## config.mk

```make
export PLATFORM = sky130hd
export DESIGN_NAME = stream_sel_ctrl
export DESIGN_NICKNAME = d
export VERILOG_FILES = /design/src/rtl/stream_sel_ctrl.sv
export SDC_FILE = /design/constraint.sdc
export NUM_CORES = 1
export LEC_CHECK = 0
export BUFFER_PORTS_ARGS = -buffer_cell sky130_fd_sc_hd__buf_2
export CAP_MARGIN = 10
export CORE_ASPECT_RATIO = 1.75
export CORE_MARGIN = 2
export CORE_UTILIZATION = 48
export DETAILED_ROUTE_END_ITERATION = 8
export PLACE_DENSITY_LB_ADDON = 0.25
export SYNTH_ARGS = -nofsm -noshare
export SYNTH_HDL_FRONTEND = slang
export SYNTH_SLANG_ARGS = --single-unit
```

## constraint.sdc

```tcl
create_clock -name iCLK -period 2.39 [get_ports iCLK]
set_input_delay 0.478 -clock iCLK [delete_from_list [all_inputs] [get_ports iCLK]]
set_output_delay 0.478 -clock iCLK [all_outputs]
set_load 0.1 [all_outputs]
```

## src/rtl/stream_sel_ctrl.sv

```systemverilog
`default_nettype none
// ============================================================================
//  Module   : stream_sel_ctrl
//  Purpose  : Frame-synchronous A/B pixel source selector with a single-frame
//             snapshot (freeze) sequencer in front of the frame-buffer writer.
//  Revision : 1.0  initial release
// ============================================================================
module stream_sel_ctrl #(
    parameter int DATA_W      = 12,
    parameter int SYNC_STAGES = 2,     // must be >= 2
    parameter int CNT_W       = 16
) (
    input  logic              iCLK,
    input  logic              iRST_N,
    input  logic              iSEL,
    input  logic              iSNAP,
    input  logic              iFVAL,
    input  logic [DATA_W-1:0] iA_R,
    input  logic [DATA_W-1:0] iA_G,
    input  logic [DATA_W-1:0] iA_B,
    input  logic              iA_DVAL,
    input  logic [DATA_W-1:0] iB_R,
    input  logic [DATA_W-1:0] iB_G,
    input  logic [DATA_W-1:0] iB_B,
    input  logic              iB_DVAL,
    output logic [DATA_W-1:0] oR,
    output logic [DATA_W-1:0] oG,
    output logic [DATA_W-1:0] oB,
    output logic              oDVAL,
    output logic              oSEL,
    output logic              oFROZEN,
    output logic [CNT_W-1:0]  oFRAME_CNT
);

    localparam logic [2:0] ST_RUN         = 3'd0;
    localparam logic [2:0] ST_SNAP_WAIT   = 3'd1;
    localparam logic [2:0] ST_SNAP_CAPT   = 3'd2;
    localparam logic [2:0] ST_FROZEN      = 3'd3;
    localparam logic [2:0] ST_RESUME_WAIT = 3'd4;

    logic [SYNC_STAGES-1:0] sel_sync;
    logic [SYNC_STAGES-1:0] snap_sync;
    logic                   sel_s;
    logic                   snap_s;
    logic                   snap_s_q;
    logic                   fval_q;
    logic                   armed;
    logic                   snap_rise;
    logic                   fval_rise;
    logic                   fval_fall;
    logic                   sel_applied;
    logic                   eff_sel;
    logic [2:0]             state;
    logic [2:0]             state_nxt;
    logic                   wr_en;
    logic                   wr_en_eff;
    logic                   frozen;
    logic                   cnt_en;

    // Synchronize the asynchronous operator controls into the pixel clock domain
    always_ff @(posedge iCLK or negedge iRST_N) begin
        if (!iRST_N) begin
            sel_sync  <= '0;
            snap_sync <= '0;
        end else begin
            sel_sync  <= {sel_sync[SYNC_STAGES-2:0], iSEL};
            snap_sync <= {snap_sync[SYNC_STAGES-2:0], iSNAP};
        end
    end

    assign sel_s  = sel_sync[SYNC_STAGES-1];
    assign snap_s = snap_sync[SYNC_STAGES-1];

    // Edge history; arming waits for a low FVAL so a partial frame after reset is ignored
    always_ff @(posedge iCLK or negedge iRST_N) begin
        if (!iRST_N) begin
            snap_s_q <= 1'b0;
            fval_q   <= 1'b0;
            armed    <= 1'b0;
        end else begin
            snap_s_q <= snap_s;
            fval_q   <= iFVAL;
            armed    <= armed | ~iFVAL;
        end
    end

    assign snap_rise = snap_s & ~snap_s_q;
    assign fval_rise = iFVAL & ~fval_q & armed;
    assign fval_fall = ~iFVAL & fval_q & armed;

    // The new source is used already on the frame-start cycle itself
    assign eff_sel = fval_rise ? sel_s : sel_applied;

    // Latch the requested source only at a frame start
    always_ff @(posedge iCLK or negedge iRST_N) begin
        if (!iRST_N) begin
            sel_applied <= 1'b0;
        end else if (fval_rise) begin
            sel_applied <= sel_s;
        end
    end

    assign oSEL = sel_applied;

    // Snapshot sequencer state register
    always_ff @(posedge iCLK or negedge iRST_N) begin
        if (!iRST_N) begin
            state <= ST_RUN;
        end else begin
            state <= state_nxt;
        end
    end

    // Snapshot sequencer next-state logic; snap requests only act in RUN and FROZEN
    always_comb begin
        state_nxt = state;
        case (state)
            ST_RUN:         if (snap_rise) state_nxt = ST_SNAP_WAIT;
            ST_SNAP_WAIT:   if (fval_rise) state_nxt = ST_SNAP_CAPT;
            ST_SNAP_CAPT:   if (fval_fall) state_nxt = ST_FROZEN;
            ST_FROZEN:      if (snap_rise) state_nxt = ST_RESUME_WAIT;
            ST_RESUME_WAIT: if (fval_rise) state_nxt = ST_RUN;
            default:                       state_nxt = ST_RUN;
        endcase
    end

    // Per-state write enable, plus the resume frame's first cycle, and frame counting
    always_comb begin
        wr_en  = 1'b0;
        frozen = 1'b0;
        case (state)
            ST_RUN, ST_SNAP_WAIT, ST_SNAP_CAPT: wr_en  = 1'b1;
            ST_FROZEN:                          frozen = 1'b1;
            default:                            ;
        endcase
        wr_en_eff = wr_en | ((state == ST_RESUME_WAIT) & fval_rise);
        cnt_en    = fval_fall & wr_en;
    end

    assign oFROZEN = frozen;

    // Registered pixel mux and gated write strobe
    always_ff @(posedge iCLK or negedge iRST_N) begin
        if (!iRST_N) begin
            oR    <= '0;
            oG    <= '0;
            oB    <= '0;
            oDVAL <= 1'b0;
        end else begin
            oR    <= eff_sel ? iA_R : iB_R;
            oG    <= eff_sel ? iA_G : iB_G;
            oB    <= eff_sel ? iA_B : iB_B;
            oDVAL <= (eff_sel ? iA_DVAL : iB_DVAL) & wr_en_eff;
        end
    end

    // Count frames that end while writing is enabled; wraps naturally
    always_ff @(posedge iCLK or negedge iRST_N) begin
        if (!iRST_N) begin
            oFRAME_CNT <= '0;
        end else if (cnt_en) begin
            oFRAME_CNT <= oFRAME_CNT + CNT_W'(1);
        end
    end

endmodule
`default_nettype wire

```

==> impl_summary.txt <==
----------------------------------------------------
[GRT]
  Initial antenna violation count ... 0
  Wire length of the first global-routing pass ... 8760 um
  GRT overflow ... 0
  Total Routing Usage GR ... 19.9%
  Via count of the first global-routing pass ... between 1500 and 2000
  Pin count of the biggest net entering global routing ... 39

[Power]
  Internal portion of total power ... 2.04 mW
  Clk pwr share ... between 20% and 30%
  LEAKAGE ... about 1.8 nW
  Worst VDD drop ... 0.787 mV
  Power spent charging and discharging nets ... 1.72 mW
  Fraction of power spent switching nets ... 45.8%
  Relative contribution of combinational cells to total power ... 40.5%
  Proportion of power drawn by flip-flops and latches ... about 36%
  Power per Cell Area ... 1080 nW/um2
  Total Power Consumption ... between 3 and 4 mW

[Placement]
  Number of cells in the design after placement ... ~360
  DP Wirelength ... just over 4000 um
  GPL Wtd Cong ... 0.810
  Number of buffers inserted by port buffering ... roughly 130

[Finish]
  Fraction of final layout cells sized beyond drive strength 1 ... 52.2%
  Final-layout fill cell count ... around 410
  Count of placed standard cells in the final layout, fillers left out ... 379
  Final core utilization ... 66.8%
  Area of the multi-input gates ... just over 900 um2
  Area used by sequential logic in the layout ... roughly 1600 um2
  Antenna diode count ... 0
  Most common library cell in the layout ignoring fill and taps ... sky130_fd_sc_hd__buf_2
  Area Overhead vs Synth ... 35.8%
  Total Nets Final ... 400
  Most used cells in the layout excluding fill and tap cells ... sky130_fd_sc_hd__buf_2, sky130_fd_sc_hd__dfrtp_1, sky130_fd_sc_hd__mux2_1, sky130_fd_sc_hd__mux2_2, sky130_fd_sc_hd__nand2_1

[Run]
  Number of maximum-capacitance violations ... 0

[Worst setup path]
  Arrival time worst endpoint ... 1510 ps
  Family with the most delay on the worst path ... flip-flops
  Register-to-register setup slack ... around 840 ps
  Critical Setup Path Class ... reg2out
  CP Buf/Inv Count ... 1
  Worst R2R Start ... armed$_DFF_PN0_
  Critical path, cell by cell ... nand2_1 > nor2_1 > buf_2
  Reg-to-reg endpoint ... oR[2]$_DFF_PN0_
  Critical path startpoint category ... flop
  Required @ worst endpoint ... 1910 ps
  Endpoint class of the critical path ... primary output
  Worst-case reg-to-reg path depth ... 4
  Worst path max stage delay ... between 400 and 500 ps
  Highest-delay cell along the critical path ... sky130_fd_sc_hd__dfrtp_1
  Highest net fanout along the worst path ... 10

[Detailed routing]
  Overall routed net length ... 5380 um
  Number of nets with antenna violations after routing ... 0
  First-pass iteration count of the detailed router ... 4
  DRC violation count after routing ... 0
  Initial drt markers ... between 100 and 150
  Via density per instance ... about 5.1
  Count of vias placed by the detailed router ... 1925
  Detail-routed net length per standard cell ... 14.2 um

[Clocking]
  Clock transition at the registers of the reported paths ... 70 ps
  Latest clock arrival within the worst-skew pair ... approximately 330 ps
  TritonCTS clock tree ... built
  Number of buffers added by the clock tree synthesis step ... 9
  Level count of the clock H-tree ... 3
  Cell at the root of the clock tree ... sky130_fd_sc_hd__clkbuf_8
  Resize count post-CTS ... 0
  CTS hold repair buffers ... 0
  Post CTS Setup Buffer Count ... 0
  TritonCTS sink count ... 64
  Deepest clock path buffer count ... 2

[Timing]
  Final Slew Violations ... 0
  Setup-failing EPs final ... 0
  Unrepaired setup endpoints after global routing ... no
  Final hold viol count ... 0
  Period minus WS final ... around 2000 ps
  Worst hold slack after final layout ... 184 ps
  Final Cycle Share ... 83.3%
  Clock Skews ... 6.80 ps
  Remaining max-slew budget at the tightest pin ... 55.2%
  Least-Margin Pin Slew ... 673 ps
  Total Neg Setup Slack ... 0 ps
  Max frequency ... 502 MHz

[Synthesis]
  Net count after synthesis ... approximately 260
  Flops & latches, synth ... 64
  Ys Warns ... 0
  Sequential-to-total area share from yosys stat ... between 60 and 70%
  Cell count after synthesis ... 181
  Library cells used by synthesis ... 33
  Summed instance area of the synthesized netlist ... 2560 um2
  Avg Synthesized Cell Area ... 14.2 um2

[Floorplanning]
  I/O pin count ... around 130
  Die Width ... 59.2 um
  Die Outline Area ... 5960 um2
  Effective utilization at floorplan ... 49.2%
  Standard cell core area ... 5210 um2
  Number of standard-cell rows in the floorplan ... 35
  Overall die height ... between 100 and 150 um

[Min path]
  Type of the tightest min-delay check ... in2async

[Outcome]
  Outcome ... complete, no violations

----------------------------------------------------
stage by stage:
step,worst slack (ps),instance area [um2]
floorplan,109,2560
global placement,670,3290
detailed placement,651,3290
CTS,367,3480
global route,274,3480
finish,398,3480
cell usage after synthesis (all sizes together):
cell type  number  area [um2]
nor2b           2        12.5
nand2b          1        6.26
o21a            1        7.51
inv             1        3.75
buf             6        51.3
and3b           1        8.76
nor4            1        21.3
mux2i           2        20.0
mux2           37         417
dfrtp          64        1600
and4            1        8.76
a211oi          2        15.0
nand3           4        20.0
xnor2          10        87.6
nor3b           1        7.51
nor3            4        20.0
xor2            5        43.8
nand3b          2        27.5
ha              1        12.5
o22a            1        8.76
nor2           10        37.5
nand4b          1        8.76
nand4           6        37.5
o21ai           1        5.00
a21oi           1        5.00
a21o            1        7.51
nand2          12        45.0
clkbuf          1        5.00
a32o            1        10.0
worst reg2reg max path: stages, from the launching register on:
cell,delay (ps)
sky130_fd_sc_hd__dfrtp_1,430
sky130_fd_sc_hd__nand3b_4,140
sky130_fd_sc_hd__mux2i_4,250
sky130_fd_sc_hd__buf_12,240
sky130_fd_sc_hd__mux2_2,380
cell families after synthesis:
family	count (synthesis)	synth area share [%]
DFF	64	62.5
muxes	39	17.0
adders and majority gates	1	0.488
AOI/OAI and AO/OA	8	2.29
and+or+nand+nor	46	10.2
buffers and inverters	8	2.34
xor gates and xnor gates	15	5.13
power groups by stage:
stage	combinational, mW	clock (mW)	sequential, mW
after floorplan	0.382	0	2.26
after global placement	1.52	0	1.38
after detailed placement	1.54	0	1.38
after CTS	1.54	0.900	1.37
after global routing	1.59	0.942	1.39
final	1.53	0.872	1.37
worst max-delay path by stage:
stage,from,end,slack [ps],cells past startpoint
floorplan,state[1]$_DFFE_PN0P_,oFROZEN,110,3
global placement,iFVAL,oG[2]$_DFF_PN0_,670,5
detailed placement,iFVAL,oR[2]$_DFF_PN0_,650,5
CTS,state[0]$_DFFE_PN0P_,oFROZEN,370,3
global route,state[0]$_DFFE_PN0P_,oFROZEN,270,3
finish,state[0]$_DFFE_PN0P_,oFROZEN,400,3
final cells by class:
| class | count | area share, % |
|---|---|---|
| clock inverters | 4 | 1.29 |
| repair buffers | 135 | 20.3 |
| clock buffers | 11 | 4.06 |
| well taps | 55 | 1.98 |
| flip-flops and latches | 64 | 46.0 |
| inverters | 1 | 0.108 |
| multi-input cells | 109 | 26.2 |
sequential cells by signal, summed over array words and instances, names as in the netlist:
register    cells
oFRAME_CNT     16
oB             12
oG             12
oR             12
state           3
sel_sync        2
snap_sync       2
armed           1
fval_q          1
oDVAL           1
oSEL            1
snap_s_q        1
metal layers:
metal | GRT usage [%] | vias up | wire (um)
met5 | 0 | - | 0
met4 | 11.9 | 0 | 182
met3 | 7.19 | 16 | 426
met2 | 33.1 | 88 | 2890
met1 | 20.7 | 917 | 1890
li1 | - | 904 | -
Power figures use the tool's default switching activity.
